[src/rtl/alu_seq_pkg.sv]
// Shared types for the registered ALU: opcode encoding and multiply sequencing states.
package alu_seq_pkg;

   typedef enum logic [2:0] {
      NEGINC = 3'd0,
      INC    = 3'd1,
      ADC    = 3'd2,
      ADDSHR = 3'd3,
      AND_OP = 3'd4,
      OR_OP  = 3'd5,
      PACK   = 3'd6,
      MUL    = 3'd7
   } opcode_t;

   typedef enum logic [1:0] {
      IDLE,
      MUL_RUN,
      MUL_DONE
   } mul_state_t;

endpackage

[src/rtl/alu_seq_mul.sv]
// Iterative shift-add multiplier: one partial product per cycle, WIDTH cycles per run.
module alu_seq_mul
   import alu_seq_pkg::*;
#(
   parameter int unsigned WIDTH = 16,
   parameter int unsigned CNT_W = $clog2(WIDTH + 1)
) (
   input  logic             clk,
   input  logic             rst,
   input  logic             start_i,
   input  logic [WIDTH-1:0] a_i,
   input  logic [WIDTH-1:0] b_i,
   output logic             done_o,
   output logic [WIDTH-1:0] prod_o
);

   localparam logic [CNT_W-1:0] LAST = CNT_W'(WIDTH - 1);

   logic [WIDTH-1:0] mcand_q, mcand_d;
   logic [WIDTH-1:0] mplier_q, mplier_d;
   logic [WIDTH-1:0] acc_q, acc_d;
   logic [CNT_W-1:0] cnt_q, cnt_d;
   logic             run_q, run_d;

   always_comb begin
      mcand_d  = mcand_q;
      mplier_d = mplier_q;
      acc_d    = acc_q;
      cnt_d    = cnt_q;
      run_d    = run_q;
      if (start_i) begin
         mcand_d  = a_i;
         mplier_d = b_i;
         acc_d    = '0;
         cnt_d    = '0;
         run_d    = 1'b1;
      end else if (run_q) begin
         if (mplier_q[0]) acc_d = acc_q + mcand_q;
         mcand_d  = mcand_q << 1;
         mplier_d = mplier_q >> 1;
         cnt_d    = cnt_q + CNT_W'(1);
         if (cnt_q == LAST) run_d = 1'b0;
      end
   end

   always_ff @(posedge clk) begin
      if (rst) begin
         mcand_q  <= '0;
         mplier_q <= '0;
         acc_q    <= '0;
         cnt_q    <= '0;
         run_q    <= 1'b0;
      end else begin
         mcand_q  <= mcand_d;
         mplier_q <= mplier_d;
         acc_q    <= acc_d;
         cnt_q    <= cnt_d;
         run_q    <= run_d;
      end
   end

   // Flags the final iteration so the sequencer leaves MUL_RUN on the same edge acc settles.
   assign done_o = run_q && (cnt_q == LAST);
   assign prod_o = acc_q;

endmodule

[src/rtl/alu_seq_unit.sv]
// Registered ALU with persistent carry, iterative multiply and valid/ready on both sides.
module alu_seq_unit
   import alu_seq_pkg::*;
#(
   parameter int unsigned WIDTH = 16,
   parameter int unsigned CNT_W = $clog2(WIDTH + 1)
) (
   input  logic             clk,
   input  logic             rst,
   input  logic             in_valid,
   output logic             in_ready,
   input  logic [2:0]       opcode,
   input  logic [WIDTH-1:0] inpA,
   input  logic [WIDTH-1:0] inpB,
   output logic             out_valid,
   input  logic             out_ready,
   output logic [WIDTH-1:0] outW,
   output logic             zero,
   output logic             negative,
   output logic             carry
);

   mul_state_t       state_q, state_d;
   logic [WIDTH-1:0] out_q, out_d;
   logic             valid_q, valid_d;
   logic             zero_q, zero_d;
   logic             neg_q, neg_d;
   logic             carry_q, carry_d;

   opcode_t          op;
   logic             out_free, accept;
   logic [WIDTH-1:0] add_a, add_b;
   logic             add_cin;
   logic [WIDTH:0]   sum;
   logic [WIDTH-1:0] op_res;
   logic             op_sets_carry;
   logic             mul_start, mul_done;
   logic [WIDTH-1:0] mul_prod;
   logic             load;
   logic [WIDTH-1:0] load_val;

   assign op       = opcode_t'(opcode);
   assign out_free = !valid_q || out_ready;
   assign in_ready = !rst && (state_q == IDLE) && out_free;
   assign accept   = in_valid && in_ready;

   // The four carry-producing ops share one WIDTH+1 adder; cout is sum[WIDTH].
   always_comb begin
      add_a   = inpA;
      add_b   = '0;
      add_cin = 1'b0;
      case (op)
         NEGINC: begin
            add_a   = ~inpA;
            add_cin = 1'b1;
         end
         INC:    add_cin = 1'b1;
         ADC: begin
            add_b   = inpB;
            add_cin = carry_q;
         end
         ADDSHR: add_b = $signed(inpB) >>> 1;
         default: ;
      endcase
   end

   assign sum = {1'b0, add_a} + {1'b0, add_b} + {{WIDTH{1'b0}}, add_cin};

   always_comb begin
      op_res = sum[WIDTH-1:0];
      case (op)
         AND_OP:  op_res = inpA & inpB;
         OR_OP:   op_res = inpA | inpB;
         PACK:    op_res = {inpA[WIDTH/2-1:0], inpB[WIDTH/2-1:0]};
         default: ;
      endcase
   end

   assign op_sets_carry = (op == NEGINC) || (op == INC) || (op == ADC) || (op == ADDSHR);

   always_comb begin
      state_d   = state_q;
      out_d     = out_q;
      valid_d   = valid_q;
      zero_d    = zero_q;
      neg_d     = neg_q;
      carry_d   = carry_q;
      mul_start = 1'b0;
      load      = 1'b0;
      load_val  = op_res;
      case (state_q)
         IDLE: begin
            if (accept) begin
               if (op == MUL) begin
                  mul_start = 1'b1;
                  state_d   = MUL_RUN;
               end else begin
                  load = 1'b1;
                  if (op_sets_carry) carry_d = sum[WIDTH];
               end
            end
         end
         MUL_RUN: begin
            if (mul_done) state_d = MUL_DONE;
         end
         MUL_DONE: begin
            if (out_free) begin
               load     = 1'b1;
               load_val = mul_prod;
               state_d  = IDLE;
            end
         end
         default: state_d = IDLE;
      endcase
      // A load on a draining edge replaces the old result, so valid stays high.
      if (load) begin
         out_d   = load_val;
         valid_d = 1'b1;
         zero_d  = (load_val == '0);
         neg_d   = load_val[WIDTH-1];
      end else if (out_ready) begin
         valid_d = 1'b0;
      end
   end

   always_ff @(posedge clk) begin
      if (rst) begin
         state_q <= IDLE;
         out_q   <= '0;
         valid_q <= 1'b0;
         zero_q  <= 1'b0;
         neg_q   <= 1'b0;
         carry_q <= 1'b0;
      end else begin
         state_q <= state_d;
         out_q   <= out_d;
         valid_q <= valid_d;
         zero_q  <= zero_d;
         neg_q   <= neg_d;
         carry_q <= carry_d;
      end
   end

   alu_seq_mul #(
      .WIDTH (WIDTH),
      .CNT_W (CNT_W)
   ) u_mul (
      .clk     (clk),
      .rst     (rst),
      .start_i (mul_start),
      .a_i     (inpA),
      .b_i     (inpB),
      .done_o  (mul_done),
      .prod_o  (mul_prod)
   );

   assign outW      = out_q;
   assign out_valid = valid_q;
   assign zero      = zero_q;
   assign negative  = neg_q;
   assign carry     = carry_q;

endmodule

[config.mk]
export PLATFORM = sky130hd
export DESIGN_NAME = alu_seq_unit
export DESIGN_NICKNAME = d
export VERILOG_FILES = /design/src/rtl/alu_seq_pkg.sv /design/src/rtl/alu_seq_mul.sv /design/src/rtl/alu_seq_unit.sv
export SDC_FILE = /design/constraint.sdc
export NUM_CORES = 1
export LEC_CHECK = 0
export ABC_AREA = 1
export CORE_ASPECT_RATIO = 1.2
export CORE_MARGIN = 3
export CORE_UTILIZATION = 53
export DETAILED_ROUTE_END_ITERATION = 7
export PLACE_DENSITY = 0.82
export SYNTH_ARGS = -nofsm -noshare
export SYNTH_HDL_FRONTEND = slang
export SYNTH_HIERARCHICAL = 1
export SYNTH_SLANG_ARGS = --single-unit
[constraint.sdc]
create_clock -name clk -period 3.7 [get_ports clk]
set_input_delay 1.11 -clock clk [delete_from_list [all_inputs] [get_ports clk]]
set_output_delay 1.11 -clock clk [all_outputs]
set_load 0.005 [all_outputs]
* Yosys cells after proc, flatten, opt, wreduce, memory -nomap -nowiden
Cells that the tools add are included.
Storage, ports and cells: register bits after elaboration 76, logic and storage cells 80
Operators by class: add/subtract/negate cells 4, equality and inequality tests 14, muxes and demuxes 27, bitwise operators 4, reduce and logical (&&, ||, !) cells 20
Operators by type and width (number):
- 16-bit 2-to-1 mux | 7
- 16-bit one-hot mux with 3 select lines | 1
- 16-bit one-hot mux with 2 select lines | 1
- 16-bit by 16-bit adder with 17-bit output | 1
- 17-bit by 1-bit adder with 17-bit output | 1
- 16-bit adder | 1
- 16-bit AND | 1
- 16-bit zero test | 1
- 16-bit NOT | 1
- 16-bit OR | 1
- 3-bit == test (second input constant) | 4
- 1-bit 2-to-1 mux | 11
- 2-bit 2-to-1 mux | 4
- 4-bit AND reduction | 2
- 3-bit by 2-bit == test with 1-bit output (second input constant) | 2
- 2-bit inequality test (second input constant) | 3
- 2-bit one-hot mux with 3 select lines | 1
- 5-bit by 1-bit adder with 5-bit output (second input constant) | 1
- 5-bit by 4-bit == test with 1-bit output (second input constant) | 1
- 1-bit logical AND | 4
- 1-bit logical OR | 4
- 1-bit one-hot mux with 2 select lines | 2
- 2-bit nonzero test | 2
- 2-bit OR reduction | 2
- 9 further kinds | 10

* Longest topological paths before layout
Gate-level depths: netlist of the first run.
word-level depth 8, mapped depth 22, mapped depth without buffers 20

* Cells and area by module
The synthesis of the first run kept the hierarchy.
Modules (own cells, without submodules):
- alu_seq_mul | instances 1, cells each 501, area an instance 3359.5 µm²
- alu_seq_unit | instances 1, cells each 487, area an instance 2772.7 µm²

* Worst setup path after synthesis of the first run
Ideal clock, no wire load.
path type input-to-reg, from input port opcode[2], to register zero_q (netlist: zero), arrival 3.856 ns, required time 3.630 ns, setup slack -0.226 ns, stages 20, buffers on the path 2, cell sequence buf_2 > inv_1 > nand2_1 > buf_2 > xor2_1 > fa_1 > inv_1 > fa_1 > nand2_1 > a21oi_1 > or2_2 > nand3_1 > nand2_1 > nand2_1 > nand2_1 > nor2_1 > nand2_1 > nor2_1 > nand3_1 > a21oi_1
On the way: cells in the longest elaborated chain, start to end 8, elaborated cells between the ends (all ways) 21, those cells by class add/sub: 2; eq/ne: 7; mux: 9; reduce/logical: 3
RTL lines:
- start, declared | RTL line alu_seq_unit.sv:12 | input logic [2:0] opcode,
- 3-bit by 2-bit == test with 1-bit output, or another cell as far along | RTL line alu_seq_unit.sv:52 | case (op)
- 16-bit one-hot mux with 2 select lines, or another cell as far along | RTL line alu_seq_unit.sv:52
- 16-bit by 16-bit adder with 17-bit output or 1-bit one-hot mux with 2 select lines (tied branches) | RTL line alu_seq_unit.sv:67, alu_seq_unit.sv:52
- 17-bit by 1-bit adder with 17-bit output | RTL line alu_seq_unit.sv:67 | assign sum = {1'b0, add_a} + {1'b0, add_b} + {{WIDTH{1'b0}}, add_cin};
- 16-bit one-hot mux with 3 select lines | RTL line alu_seq_unit.sv:71 | case (op)
- 16-bit 2-to-1 mux | RTL line alu_seq_unit.sv:107 | if (out_free) begin
- 16-bit 2-to-1 mux | RTL line alu_seq_unit.sv:91 | case (state_q)
- 16-bit zero test | RTL line alu_seq_unit.sv:119 | zero_d = (load_val == '0);
- end signal, assigned | RTL line alu_seq_unit.sv:138 | zero_q <= zero_d;
- end, declared | RTL line alu_seq_unit.sv:26 | logic zero_q, zero_d;
Parallel ways exist; a longest one is shown, timed or not. A chain may end at the register's enable or synchronous reset.

* Worst setup path in the final report of the first run
from input port opcode[1], to register zero_q (netlist: zero)
Same word-level chain as after synthesis.

==> results.json, run 1 <==
{
  "cts.path.max_buffers": 2,
  "grtUsageMet1_pct": 35.2,
  "design_area_um2": 7720,
  "num_antenna_cells": 0,
  "area_delta_synth_final_pct": 25.9,
  "cts_buffers": 9,
  "synthCells": 988,
  "ys.flop_type": "dfxtp_1",
  "hpwl_mm": 15.4,
  "via_per_inst": 5.42,
  "clk-insertion-delay-late_ns": 0.34,
  "period_share_pct": 96.8,
  "p_leak_nw": 3.95,
  "worstSetupStartpointType": "input port",
  "path_clk_slew_ns": 0.05,
  "drc": 0,
  "use_met3_pct": 5.18,
  "grt_use_met2_pct": 53.0,
  "synthArstFlopShare_pct": 0,
  "wl_per_cell_um": 15.5,
  "die_area_um2": 12900,
  "intPower_mw": 1.61,
  "final_hold_viol_count": 0,
  "final_max_slew_viol_count": 0,
  "min_path_type": "reg2reg",
  "p_comb_share_pct": 26.7,
  "period_minus_slack_ns": 3.58,
  "seqPwrFrac_pct": 36.9,
  "outcome": "completed",
  "slew_headroom_pct": 64.4,
  "cts_tree": "built",
  "die_height_um": 124,
  "drt-pass1-iter-count": 6,
  "yosysMostFrequentCell": "nand2_1",
  "ys_ff_latch": 75,
  "pwr-share-clk_pct": 36.4,
  "cap_violations": 0,
  "netlist_top_cells_area": "dfxtp_1 24%, nand2_1 18%, inv_1 11%, ha_1 6.5%, nand3_1 5.1%",
  "synthDistinctLibCells": 46,
  "place_area_um2": 7360,
  "final_util_pct": 69.3,
  "finalSetupTns_ns": 0,
  "p_sw_share_pct": 29.4,
  "ys_warn_count": 6,
  "drt_iter0_markers": 594,
  "worst_pin_slew_ns": 0.531,
  "cp_max_fo": 13,
  "grt_pass1_vias": 6467,
  "vias": 6875,
  "gp_congestion": 1.02,
  "critPathSlowestCell": "ha_1",
  "arrival_ns": 3.85,
  "cp.required_ns": 3.97,
  "die_w_um": 104,
  "grt.busiest_layer": "met2",
  "p_per_area_nw_per_um2": 296,
  "critical_path.cell_chain": "dlygate4sd2_1 > buf_4 > nor2_4 > nand2_4 > buf_6 > xnor2_2 > ha_1 > nand2_1 > nand2_1 > nand3_1 > nand2_2 > buf_4 > nand2_1 > nand3_1 > nand2_1 > nand2_1 > nand2_1 > nor2_1 > nand2_1 > nor2_1 > nand3_1 > a21oi_1",
  "start_util_pct": 55.0,
  "total_power_mw": 2.28,
  "placementRows": 42,
  "drive_above_1_share_pct": 16.1,
  "groute.usage.overall_pct": 30.3,
  "yosysTopAreaCell": "dfxtp_1",
  "setup_violations": 0,
  "cpMostUsedCell": "nand2_1",
  "crit_path_max_incr_delay_ns": 0.30,
  "power.switching_mw": 0.672,
  "critical_path_class": "in2reg",
  "fmax_mhz": 279,
  "core_area_um2": 11100,
  "antenna_found_initial": 0,
  "gr-total-overflow": 0,
  "boundaryPins": 60,
  "fin_nets": 1184,
  "ys_top_cells_by_count": "291 x nand2_1, 182 x inv_1, 75 x dfxtp_1, 62 x nand3_1, 61 x o21ai_0",
  "synth_area_per_cell_um2": 6.21,
  "synth_edf_count": 0,
  "cts_root_buffer": "clkbuf_16",
  "drt_wl_total_mm": 19.7,
  "cp-end-kind": "flop",
  "r2r_slack_ns": 1.05,
  "io_buffers": 59,
  "synth_area_um2": 6130,
  "finalClockSkew_ns": 0.00694,
  "clock-sinks": 75,
  "cts_max_level": 3,
  "postRouteAntennaNets": 0,
  "syn-num-nets": 1062,
  "grt_pass1_wl_mm": 31.1,
  "synth.top_cell.area_share_pct": 24.5,
  "vdd_drop_max_uv": 256,
  "ys_seq_area_share_pct": 24.5,
  "grt_max_degree": 33
}
==> cell usage in the layout, fill, tap and decap left out, drive strengths merged, types with 4 or more instances in the layout <==
cell,instances
o221ai,6
a21oi,49
xor2,12
a22oi,5
nand3,65
a31oi,14
ha,32
or2,15
xnor2,10
o21ai,65
o22ai,14
o211ai,15
nor2,53
clkdlybuf4s50,55
clkbuf,16
buf,82
nand4,4
inv,194
nor3,15
dfxtp,75
nand2,299
==> flip-flops by register name (all words and copies together), names as in the netlist <==
| name | cells |
|---|---|
| u_mul/mplier_q | 16 |
| zero | 1 |
| u_mul/run_q | 1 |
| u_mul/cnt_q | 5 |
| outW | 16 |
| out_valid | 1 |
| u_mul/mcand_q | 16 |
| state_q | 2 |
| carry | 1 |
| u_mul/prod_o | 16 |
==> area by class of cell <==
class | count | area, um^2
tap | 154 | 193
fill | 1009 | 3420
timing repair buffer | 141 | 1210
multi-input combinational | 688 | 3800
clock inverter | 1 | 7.51
clock buffer | 14 | 274
inverter | 195 | 732
sequential | 75 | 1500
==> path summary, 6_finish.rpt <==
kind | startpoint | end | depth (start not counted)
worst max-delay path | opcode[1] | zero$_SDFFE_PP0P_ | 22
worst min-delay path | u_mul/mplier_q[12]$_SDFFE_PP0P_ | u_mul/mplier_q[12]$_SDFFE_PP0P_ | 2
worst max register to register | carry$_SDFFE_PP0P_ | zero$_SDFFE_PP0P_ | 14
worst min register to register | u_mul/mplier_q[12]$_SDFFE_PP0P_ | u_mul/mplier_q[12]$_SDFFE_PP0P_ | 2
==> metal layers <==
metal / up-vias / routed length, um
li1: 3379 / -
met1: 3096 / 7670
met2: 322 / 9510
met3: 78 / 1400
met4: 0 / 1080
met5: - / 0
==> power groups by stage <==
stage               Combinational (mW)  Clock, mW  Sequential [mW]
floorplan                        0.290          0            0.856
global placement                 0.572          0            0.859
detailed placement               0.578          0            0.859
CTS                              0.582      0.844            0.841
global route                     0.660      0.874            0.843
finish                           0.609      0.830            0.842
==> metrics by stage <==
step	setup slack, ns	hold WS, ns	instances
detailed placement	-0.543	0.455	1252
floorplan	0.00658	0.439	988
CTS	0.0532	0.464	1267
global route	-0.0308	0.479	1268
global placement	-0.518	0.451	1252
finish	0.118	0.461	1268
==> cell families (layout without fill, tap and decap cells) <==
group                    count (synthesis)  after routing  share of synthesized area (%)
AO/OA/AOI/OAI                          175            175                           17.3
XOR/XNOR                                22             22                           3.14
adder cells (fa/ha/maj)                 35             35                           7.51
buffers and inverters                  225            351                           15.1
flip-flops                              75             75                           24.5
AND/OR/NAND/NOR                        456            456                           32.5
==> what timing repair did <==
| item | in CTS | in global routing |
|---|---|---|
| setup buffers | 0 | 1 |
| resized for setup | 6 | 24 |
| pin swaps | 1 | 2 |
| hold buffers | 0 | 0 |
| setup endpoints to repair | 3 | 3 |
==> critical path, delay by kind of cell <==
kind / cells / cell delay (ns)
compound gates: 1 / 0.14
xor+xnor: 1 / 0.18
buf+inv: 4 / 0.70
simple gates: 15 / 1.44
fa+ha+maj: 1 / 0.30
Note: power is estimated with default switching activity, not from simulation.
==> run 2: changes to the inputs <==
- SETUP_SLACK_MARGIN: not set -> 0.3
==> results.json, run 2 (synthesis gave the netlist of run 1 again) <==
{
  "drt-pass1-iter-count": 8,
  "total_power_mw": 2.34,
  "cts_buffers": 9,
  "holdPathStages": 2,
  "start_util_pct": 55.0,
  "worstSetupStartpointType": "input port",
  "grtUsageMet1_pct": 35.4,
  "worst_pin_slew_ns": 0.534,
  "critPathSlowestCell": "clkdlybuf4s50_1",
  "via_per_inst": 5.50,
  "placementRows": 42,
  "place_area_um2": 7350,
  "cp_top_family": "simple AND/OR/NAND/NOR gates",
  "setup_violations": 0,
  "die_height_um": 124,
  "cts_root_buffer": "clkbuf_16",
  "boundaryPins": 60,
  "final_hold_viol_count": 0,
  "antenna_found_initial": 0,
  "failed_checks": "DRC",
  "use_met3_pct": 4.87,
  "min_to": "u_mul/mplier_q[11]$_SDFFE_PP0P_",
  "clock-sinks": 75,
  "clk-insertion-delay-late_ns": 0.34,
  "crit_buf_inv": 3,
  "num_antenna_cells": 0,
  "postRouteAntennaNets": 0,
  "cap_violations": 0,
  "finalClockSkew_ns": 0.00585,
  "core_area_um2": 11100,
  "cpMostUsedCell": "nand2_1",
  "crit_path_max_incr_delay_ns": 0.50,
  "n_fill_cell": 936,
  "period_minus_slack_ns": 3.31,
  "final_common_cell": "nand2_1",
  "whs_ns": 0.464,
  "layout.cells.most_common_list": "278 x nand2_1, 174 x inv_1, 81 x buf_4, 75 x dfxtp_1, 59 x nand3_1",
  "finalSetupTns_ns": 0,
  "vdd_drop_max_uv": 233,
  "design_area_um2": 7850,
  "cp.required_ns": 3.97,
  "grt.busiest_layer": "met2",
  "rsz0062_at_grt": "no",
  "grt_max_degree": 33,
  "worst_slack_ns": 0.394,
  "hpwl_mm": 14.9,
  "groute.usage.overall_pct": 30.1,
  "period_share_pct": 89.4,
  "drt_wl_total_mm": 19.3,
  "r2r_cells": 18,
  "outcome": "complete, but fails checks",
  "worst_r2r_endpoint": "zero$_SDFFE_PP0P_",
  "post-place-ws_ns": -0.596,
  "fmax_mhz": 302,
  "drive_above_1_share_pct": 18.4,
  "grt_pass1_wl_mm": 31.0,
  "cp_max_fo": 3,
  "postCtsHoldBufs": 0,
  "path_clk_slew_ns": 0.06,
  "cts_max_level": 3,
  "cts.path.max_buffers": 2,
  "min_path_type": "reg2reg",
  "p_per_area_nw_per_um2": 298,
  "final_max_slew_viol_count": 0,
  "cts_tree": "built",
  "vias": 6970,
  "arrival_ns": 3.58,
  "io_buffers": 59,
  "r2r_slack_ns": 1.07,
  "drc": 12,
  "wl_per_cell_um": 15.2,
  "die_area_um2": 12900,
  "r2r-start": "carry$_SDFFE_PP0P_",
  "critical_path.cell_chain": "clkdlybuf4s50_1 > inv_1 > xor2_1 > ha_1 > buf_4 > nor2_2 > a21oi_2 > or2_4 > nand3_2 > nand2_1 > nand2_2 > nand2_1 > nor2_2 > nand2_1 > nor2_1 > nand3_1 > a21oi_2",
  "gp_congestion": 1.04,
  "p_leak_nw": 4.07,
  "gr-total-overflow": 0,
  "drt_iter0_markers": 585,
  "cp-end-kind": "flop",
  "min_from": "u_mul/mplier_q[11]$_SDFFE_PP0P_",
  "area_delta_synth_final_pct": 28.0,
  "slew_headroom_pct": 64.2,
  "critical_path_class": "in2reg",
  "fin_nets": 1184,
  "grt_pass1_vias": 6478,
  "grt_use_met2_pct": 52.6,
  "die_w_um": 104
}
[run 2: worst max path at each step]
| stage | slack (ns) | end | startpoint | cells past startpoint |
|---|---|---|---|---|
| 2_1_floorplan | 0.15 | zero$_SDFFE_PP0P_ | opcode[0] | 19 |
| 3_3_place_gp | -0.45 | zero$_SDFFE_PP0P_ | opcode[1] | 21 |
| 3_5_place_dp | -0.60 | zero$_SDFFE_PP0P_ | opcode[1] | 21 |
| 4_1_cts | 0.15 | zero$_SDFFE_PP0P_ | opcode[1] | 21 |
| 5_1_grt | 0.28 | zero$_SDFFE_PP0P_ | inpA[7] | 18 |
| 6_report | 0.39 | zero$_SDFFE_PP0P_ | inpA[3] | 17 |
[run 2: routing by layer]
metal / wire length (um) / up-vias / share of wire [%]
li1: - / 3386 / -
met1: 7610 / 3154 / 39
met2: 8910 / 338 / 46
met3: 1420 / 92 / 7.4
met4: 1340 / 0 / 6.9
met5: 0 / - / 0
[run 2: area by class of cell]
type / count / area [um^2] / area share, %
multi-input cells: 688 / 3870 / 49.3
flip-flops and latches: 75 / 1500 / 19.1
repair buffers: 141 / 1250 / 15.9
inverters: 195 / 737 / 9.39
clock buffers: 10 / 239 / 3.05
well taps: 154 / 193 / 2.46
clock inverters: 5 / 53.8 / 0.686
[run 2: power breakdown]
group | total (mW) | internal (mW) | switching, mW | leakage [nW]
Clock | 0.874 | 0.534 | 0.340 | 0.148
Sequential | 0.842 | 0.828 | 0.0134 | 0.608
Combinational | 0.620 | 0.286 | 0.334 | 3.32
Total | 2.34 | 1.65 | 0.688 | 4.07
[run 2: through the flow]
stage / utilization, % / std cells
after floorplan: - / 988
after global placement: 66.0 / 1247
after detailed placement: 66.0 / 1247
after CTS: 68.7 / 1262
after global routing: 70.4 / 1268
final: 70.4 / 1268
[run 2: tightest hold or removal path, stage by stage, from the launching register on]
cell     delay, ns
dfxtp_1       0.31
nand2_1       0.06
a21oi_1       0.05
[run 2: repair_timing]
item                       4_1_cts  5_1_grt
hold endpoints to repair         0        0
setup endpoints to repair       18       16
gates resized for setup         10       69
setup buffers                    0        6
pin swaps                        0       24
